<file path="src/rtl/fifo_pkg.sv">
// Shared types and helpers for the single-clock FIFO and its burst reader.
// Pure declarations: no logic, no latency.
// No flow control lives here.
package fifo_pkg;

  // Burst reader control states.
  typedef enum logic {
    IDLE  = 1'b0,
    BURST = 1'b1
  } state_t;

  // Bits needed to hold the value n (never less than one bit).
  function automatic int bits(input int n);
    return (n < 2) ? 1 : $clog2(n + 1);
  endfunction

endpackage

</file>
<file path="src/rtl/fifo_burst_rd_m_if.sv">
// FIFO read-side plus burst stream bundle seen by the burst reader.
// Wires only, no latency.
// Stream side is valid/ready; the FIFO side is FWFT with a combinational pop.
interface fifo_burst_rd_m_if
  import fifo_pkg::*;
#(
  parameter type DATA_ITEM_TYPE = logic,
  parameter int  DEPTH          = 32
) ();

  localparam int DATA_COUNT_W = bits(DEPTH);

  // FIFO read side
  DATA_ITEM_TYPE           head;
  logic                    empty;
  logic [DATA_COUNT_W-1:0] data_count;
  logic                    rd_rst_busy;
  logic                    pop;

  // Burst stream side
  DATA_ITEM_TYPE           m_data;
  logic                    m_valid;
  logic                    m_last;
  logic                    m_ready;

  // The burst reader
  modport master (
    input  head, empty, data_count, rd_rst_busy, m_ready,
    output pop, m_data, m_valid, m_last
  );

  // FIFO plus stream consumer, seen from the other side
  modport slave (
    output head, empty, data_count, rd_rst_busy, m_ready,
    input  pop, m_data, m_valid, m_last
  );

endinterface

</file>
<file path="src/rtl/fifo_burst_rd_m.sv">
// Drains an FWFT FIFO in bursts (full, timeout-forced or flushed) onto a valid/ready stream.
// Trigger seen at N -> first pop at N+1 -> first m_valid at N+2; then one beat per cycle.
// Outputs hold while m_valid && !m_ready; no pop is issued until the held beat is taken.
module fifo_burst_rd_m
  import fifo_pkg::*;
#(
  parameter type DATA_ITEM_TYPE = logic,
  parameter int  DEPTH          = 32,
  parameter int  BURST_LEN      = 8,
  parameter int  TIMEOUT        = 64
) (
  input  logic                 clk,
  input  logic                 rst,
  fifo_burst_rd_m_if.master    bus,
  input  logic                 flush,
  output logic                 busy
);

  localparam int DATA_COUNT_W = bits(DEPTH);
  localparam int REM_W        = bits(BURST_LEN);
  localparam int TMR_W        = bits(TIMEOUT);
  localparam logic [DATA_COUNT_W-1:0] BURST_LEN_C = DATA_COUNT_W'(BURST_LEN);

  state_t                   state;
  logic [REM_W-1:0]         remaining;
  logic [TMR_W-1:0]         timer;
  DATA_ITEM_TYPE            data_q;
  logic                     valid_q;
  logic                     last_q;
  logic [DATA_COUNT_W-1:0]  short_len;
  logic                     timer_hit;
  logic                     pop_c;
  logic                     accept;

  assign timer_hit = (TIMEOUT != 0) && (timer == TMR_W'(TIMEOUT - 1));
  assign accept    = valid_q && bus.m_ready;
  assign pop_c     = (state == BURST) && (remaining != '0) && !bus.empty &&
                     !bus.rd_rst_busy && (!valid_q || bus.m_ready);

  assign bus.pop     = pop_c;
  assign bus.m_data  = data_q;
  assign bus.m_valid = valid_q;
  assign bus.m_last  = last_q;

  // Partial burst length: min(data_count, BURST_LEN) at count width, at least one beat
  // because a non-empty FIFO may briefly report a zero count.
  always_comb begin
    short_len = BURST_LEN_C;
    if (bus.data_count < BURST_LEN_C) short_len = bus.data_count;
    if (short_len == '0) short_len = DATA_COUNT_W'(1);
  end

  // Burst control FSM with the registered stream output stage.
  always_ff @(posedge clk or posedge rst) begin
    if (rst) begin
      state     <= IDLE;
      busy      <= 1'b0;
      remaining <= '0;
      timer     <= '0;
      data_q    <= '0;
      valid_q   <= 1'b0;
      last_q    <= 1'b0;
    end else begin
      case (state)
        IDLE: begin
          if (bus.rd_rst_busy) begin
            timer <= '0;
          end else if (bus.empty) begin
            timer <= '0;
          end else if (bus.data_count >= BURST_LEN_C) begin
            state     <= BURST;
            busy      <= 1'b1;
            remaining <= REM_W'(BURST_LEN);
            timer     <= '0;
          end else if (flush || timer_hit) begin
            state     <= BURST;
            busy      <= 1'b1;
            remaining <= REM_W'(short_len);
            timer     <= '0;
          end else if (TIMEOUT != 0) begin
            // timer_hit is taken above, so the count tops out at TIMEOUT-1.
            timer <= timer + TMR_W'(1);
          end
        end
        BURST: begin
          if (pop_c) begin
            data_q    <= bus.head;
            valid_q   <= 1'b1;
            last_q    <= (remaining == REM_W'(1));
            remaining <= remaining - REM_W'(1);
          end else if (accept) begin
            valid_q <= 1'b0;
            last_q  <= 1'b0;
          end
          if (accept && last_q) begin
            state <= IDLE;
            busy  <= 1'b0;
          end
        end
        default: begin
          state <= IDLE;
          busy  <= 1'b0;
        end
      endcase
    end
  end

endmodule

</file>
<file path="src/flat_wrapper.sv">
// flat-port wrapper written by rule: the top's interface ports become plain ports
module fifo_burst_rd_m_flat import fifo_pkg::*;
#(
  parameter type DATA_ITEM_TYPE = logic,
  parameter int  DEPTH          = 32,
  parameter int  BURST_LEN      = 8,
  parameter int  TIMEOUT        = 64
)
  (clk, rst, flush, busy, bus_head, bus_empty, bus_data_count, bus_rd_rst_busy, bus_m_ready, bus_pop, bus_m_data, bus_m_valid, bus_m_last);
  fifo_burst_rd_m_if #(.DATA_ITEM_TYPE(DATA_ITEM_TYPE), .DEPTH(DEPTH)) bus_i ();
  input  logic clk;
  input  logic rst;
  input  logic flush;
  output logic busy;
  input wire logic [$bits(bus_i.head)-1:0] bus_head;
  input wire logic [$bits(bus_i.empty)-1:0] bus_empty;
  input wire logic [$bits(bus_i.data_count)-1:0] bus_data_count;
  input wire logic [$bits(bus_i.rd_rst_busy)-1:0] bus_rd_rst_busy;
  input wire logic [$bits(bus_i.m_ready)-1:0] bus_m_ready;
  output wire logic [$bits(bus_i.pop)-1:0] bus_pop;
  output wire logic [$bits(bus_i.m_data)-1:0] bus_m_data;
  output wire logic [$bits(bus_i.m_valid)-1:0] bus_m_valid;
  output wire logic [$bits(bus_i.m_last)-1:0] bus_m_last;
  assign bus_i.head = bus_head;
  assign bus_i.empty = bus_empty;
  assign bus_i.data_count = bus_data_count;
  assign bus_i.rd_rst_busy = bus_rd_rst_busy;
  assign bus_i.m_ready = bus_m_ready;
  assign bus_pop = bus_i.pop;
  assign bus_m_data = bus_i.m_data;
  assign bus_m_valid = bus_i.m_valid;
  assign bus_m_last = bus_i.m_last;
  fifo_burst_rd_m #(.DATA_ITEM_TYPE(DATA_ITEM_TYPE), .DEPTH(DEPTH), .BURST_LEN(BURST_LEN), .TIMEOUT(TIMEOUT)) u_core (.clk(clk), .rst(rst), .bus(bus_i), .flush(flush), .busy(busy));
endmodule
</file>
<file path="config.mk">
export PLATFORM = sky130hd
export DESIGN_NAME = fifo_burst_rd_m_flat
export DESIGN_NICKNAME = d
export VERILOG_FILES = /design/src/rtl/fifo_pkg.sv /design/src/rtl/fifo_burst_rd_m_if.sv /design/src/rtl/fifo_burst_rd_m.sv /design/src/flat_wrapper.sv
export SDC_FILE = /design/constraint.sdc
export NUM_CORES = 1
export LEC_CHECK = 0
export BUFFER_PORTS_ARGS = -buffer_cell sky130_fd_sc_hd__buf_2
export CAP_MARGIN = 20
export CORE_MARGIN = 2
export CORE_UTILIZATION = 50
export DETAILED_ROUTE_END_ITERATION = 16
export PLACE_DENSITY = 0.72
export SYNTH_ARGS = -nofsm -noshare
export SYNTH_HDL_FRONTEND = slang
export SYNTH_SLANG_ARGS = --single-unit
</file>
<file path="constraint.sdc">
create_clock -name clk -period 2.3 [get_ports clk]
set_input_delay 0.23 -clock clk [delete_from_list [all_inputs] [get_ports clk]]
set_output_delay 0.23 -clock clk [all_outputs]
set_load 0.005 [all_outputs]
</file>
==> results.sh <==
export IMPL_synth_most_common_cell="dfrtp_1"
export IMPL_synth_top_area_share=0.423
export IMPL_areaGrowthSynthToFinish_pct=12.2
export IMPL_multi_input_area_um2=500
export IMPL_max_vdd_ir_drop_uv=442
export IMPL_skew_ns=0.00280
export IMPL_start_util=0.543
export IMPL_die_h_um=47.5
export IMPL_row_count=15
export IMPL_grt_pass1_wl_um=3020
export IMPL_cts_hold_buf=0
export IMPL_hold_path_class="in2async"
export IMPL_diodes=0
export IMPL_cap_viol_max_count=0
export IMPL_rsz0062_at_grt="false"
export IMPL_seq_area_frac_synth=0.423
export IMPL_drt_vias_per_instance=5.68
export IMPL_max_slew_margin_rel=0.613
export IMPL_placed_cells=133
export IMPL_cts_sinks=16
export IMPL_final_cells=136
export IMPL_required_ns=2.48
export IMPL_nets=129
export IMPL_synth_common_cells="16 x dfrtp_1, 13 x nand2_1, 5 x inv_1, 5 x nor2_1"
export IMPL_yosysWarnings=0
export IMPL_rrSetupSlack_ns=0.41
export IMPL_period_share=0.820
export IMPL_synth_edf_count=0
export IMPL_synth_main_ff_cell="dfrtp_1"
export IMPL_cts_tree="built"
export IMPL_syn_avg_cell_area_um2=9.97
export IMPL_cts_htree_levels=1
export IMPL_leakage_nw=0.486
export IMPL_core_area_mm2=0.00175
export IMPL_regArea_um2=400
export IMPL_routed_wl_um=1820
export IMPL_synthesis_area_um2=947
export IMPL_root_buffer="clkbuf_4"
export IMPL_post_cts_buffers=0
export IMPL_synth_nets=111
export IMPL_clkSlewWorstSetupHoldPaths_ns=0.09
export IMPL_yosys_area_top_type="dfrtp_1"
export IMPL_insertion_delay_ns=0.29
export IMPL_finalHoldViolCount=16
export IMPL_worstMarginPinSlew_ns=0.581
export IMPL_via_count=773
export IMPL_drcViolationCount=0
export IMPL_grt_pass1_vias=708
export IMPL_io_buffer_count=17
export IMPL_ant_nets=0
export IMPL_drive_above_1_share=0.279
export IMPL_start_kind="flip-flop"
export IMPL_worstPathArrival_ns=2.07
export IMPL_status="finished, violations left"
export IMPL_grt_antenna_before_repair=0
export IMPL_cp_max_fo=5
export IMPL_setup_total_negative_slack_ns=0
export IMPL_grt_ovfl_total=0
export IMPL_cts_resized=0
export IMPL_maxSlewViolCount=0
export IMPL_cts_buffers=3
export IMPL_violations="hold timing"
export IMPL_dieArea_mm2=0.00226
export IMPL_netlist_top_cells_area="dfrtp_1 42%, nand2_1 5.2%, a211oi_4 4.2%"
export IMPL_final_fill_count=169
export IMPL_grt_usage=0.196
export IMPL_worstSetupPathType="reg2reg"
export IMPL_gp_congestion=0.826
export IMPL_max_freq_mhz=530
export IMPL_setup_viol=0
export IMPL_ys_types=40
export IMPL_ios=18
export IMPL_die_width_um=47.5
export IMPL_utilization=0.609
export IMPL_hpwl_um=1430
export IMPL_post_route_min_period_ns=1.89
export IMPL_worstSetupEndpointType="flip-flop"
export IMPL_grt_max_degree=19
export IMPL_first_iter_violations=12
export IMPL_wl_per_cell_um=13.4
export IMPL_ys_ff_latch=16
export IMPL_fin_hold_ws_ns=-0.0154
export IMPL_synthArstFlopShare=1.00
export IMPL_firstDrtPassIters=4
export IMPL_cts_buffer_depth=2
export IMPL_powerDensity_mw_per_mm2=634
export IMPL_synthCells=95
power by group:
group / switching, mW / internal [mW]
Combinational: 0.0866 / 0.0929
Sequential: 0.0322 / 0.314
Clock: 0.0865 / 0.0609
final timing paths:
path                                  endpoint             from  depth (start not counted)
min reg2reg                        u_core.busy      u_core.busy                          2
max                        u_core.remaining[0]  u_core.timer[0]                          5
min in group clk             u_core.bus.m_data         bus_head                          2
max reg2reg                u_core.remaining[0]  u_core.timer[0]                          5
max in group asynchronous      u_core.timer[3]              rst                          2
min                        u_core.remaining[0]              rst                          2
kinds of logic (layout without fill, tap and decap cells):
logic type / Yosys count / in the layout / synth area share
flip-flops: 16 / 16 / 0.423
AO/OA/AOI/OAI: 22 / 22 / 0.198
buffers and inverters: 10 / 26 / 0.0489
multiplexers: 5 / 5 / 0.0608
XOR/XNOR: 2 / 2 / 0.0185
adder cells (fa/ha/maj): 3 / 3 / 0.0396
AND/OR/NAND/NOR: 37 / 37 / 0.211
registers in the layout, summed over array words and instances (netlist names):
name and flops:
u_core.bus.m_data 1, u_core.bus.m_last 1, u_core.bus.m_valid 1, u_core.busy 1, u_core.remaining 4, u_core.state 1, u_core.timer 7
metrics by stage:
stage | total power [mW] | instance area, um2 | setup WS (ns) | hold slack (ns)
after floorplan | 0.481 | 947 | 0.476 | 0.144
after detailed placement | 0.535 | 1040 | 0.401 | 0.326
final | 0.673 | 1060 | 0.413 | -0.0154
after global placement | 0.528 | 1040 | 0.455 | 0.338
after global routing | 0.722 | 1060 | 0.313 | 0.0463
after CTS | 0.676 | 1060 | 0.419 | 0.0187
worst max-delay path, cell delays in order, from the launching register on:
cell and delay, ns:
dfrtp_1 0.42, ha_1 0.24, and3_2 0.28, a211oi_4 0.24, or2_1 0.27, mux2_4 0.32
layer usage:
metal | up-vias | wire, um | GRT usage
li1 | 380 | - | -
met1 | 369 | 868 | 0.264
met5 | - | 0 | 0
met4 | 0 | 38 | 0.100
met2 | 19 | 835 | 0.295
met3 | 5 | 74 | 0.0453
layout make-up:
class,instances,share of cell area
sequential,16,0.377
timing repair buffer,17,0.0801
inverter,6,0.0212
multi-input combinational,69,0.471
tap,25,0.0294
clock buffer,3,0.0212
cells in the final DEF, fill, tap and decap left out, types with 3 or more instances in the layout:
cell	instances
inv_1	5
nand3_1	4
a31oi_1	4
clkbuf_4	3
buf_2	17
nand2_1	13
nor2_1	5
ha_1	3
dfrtp_1	16
(Power assumes the default switching activity.)
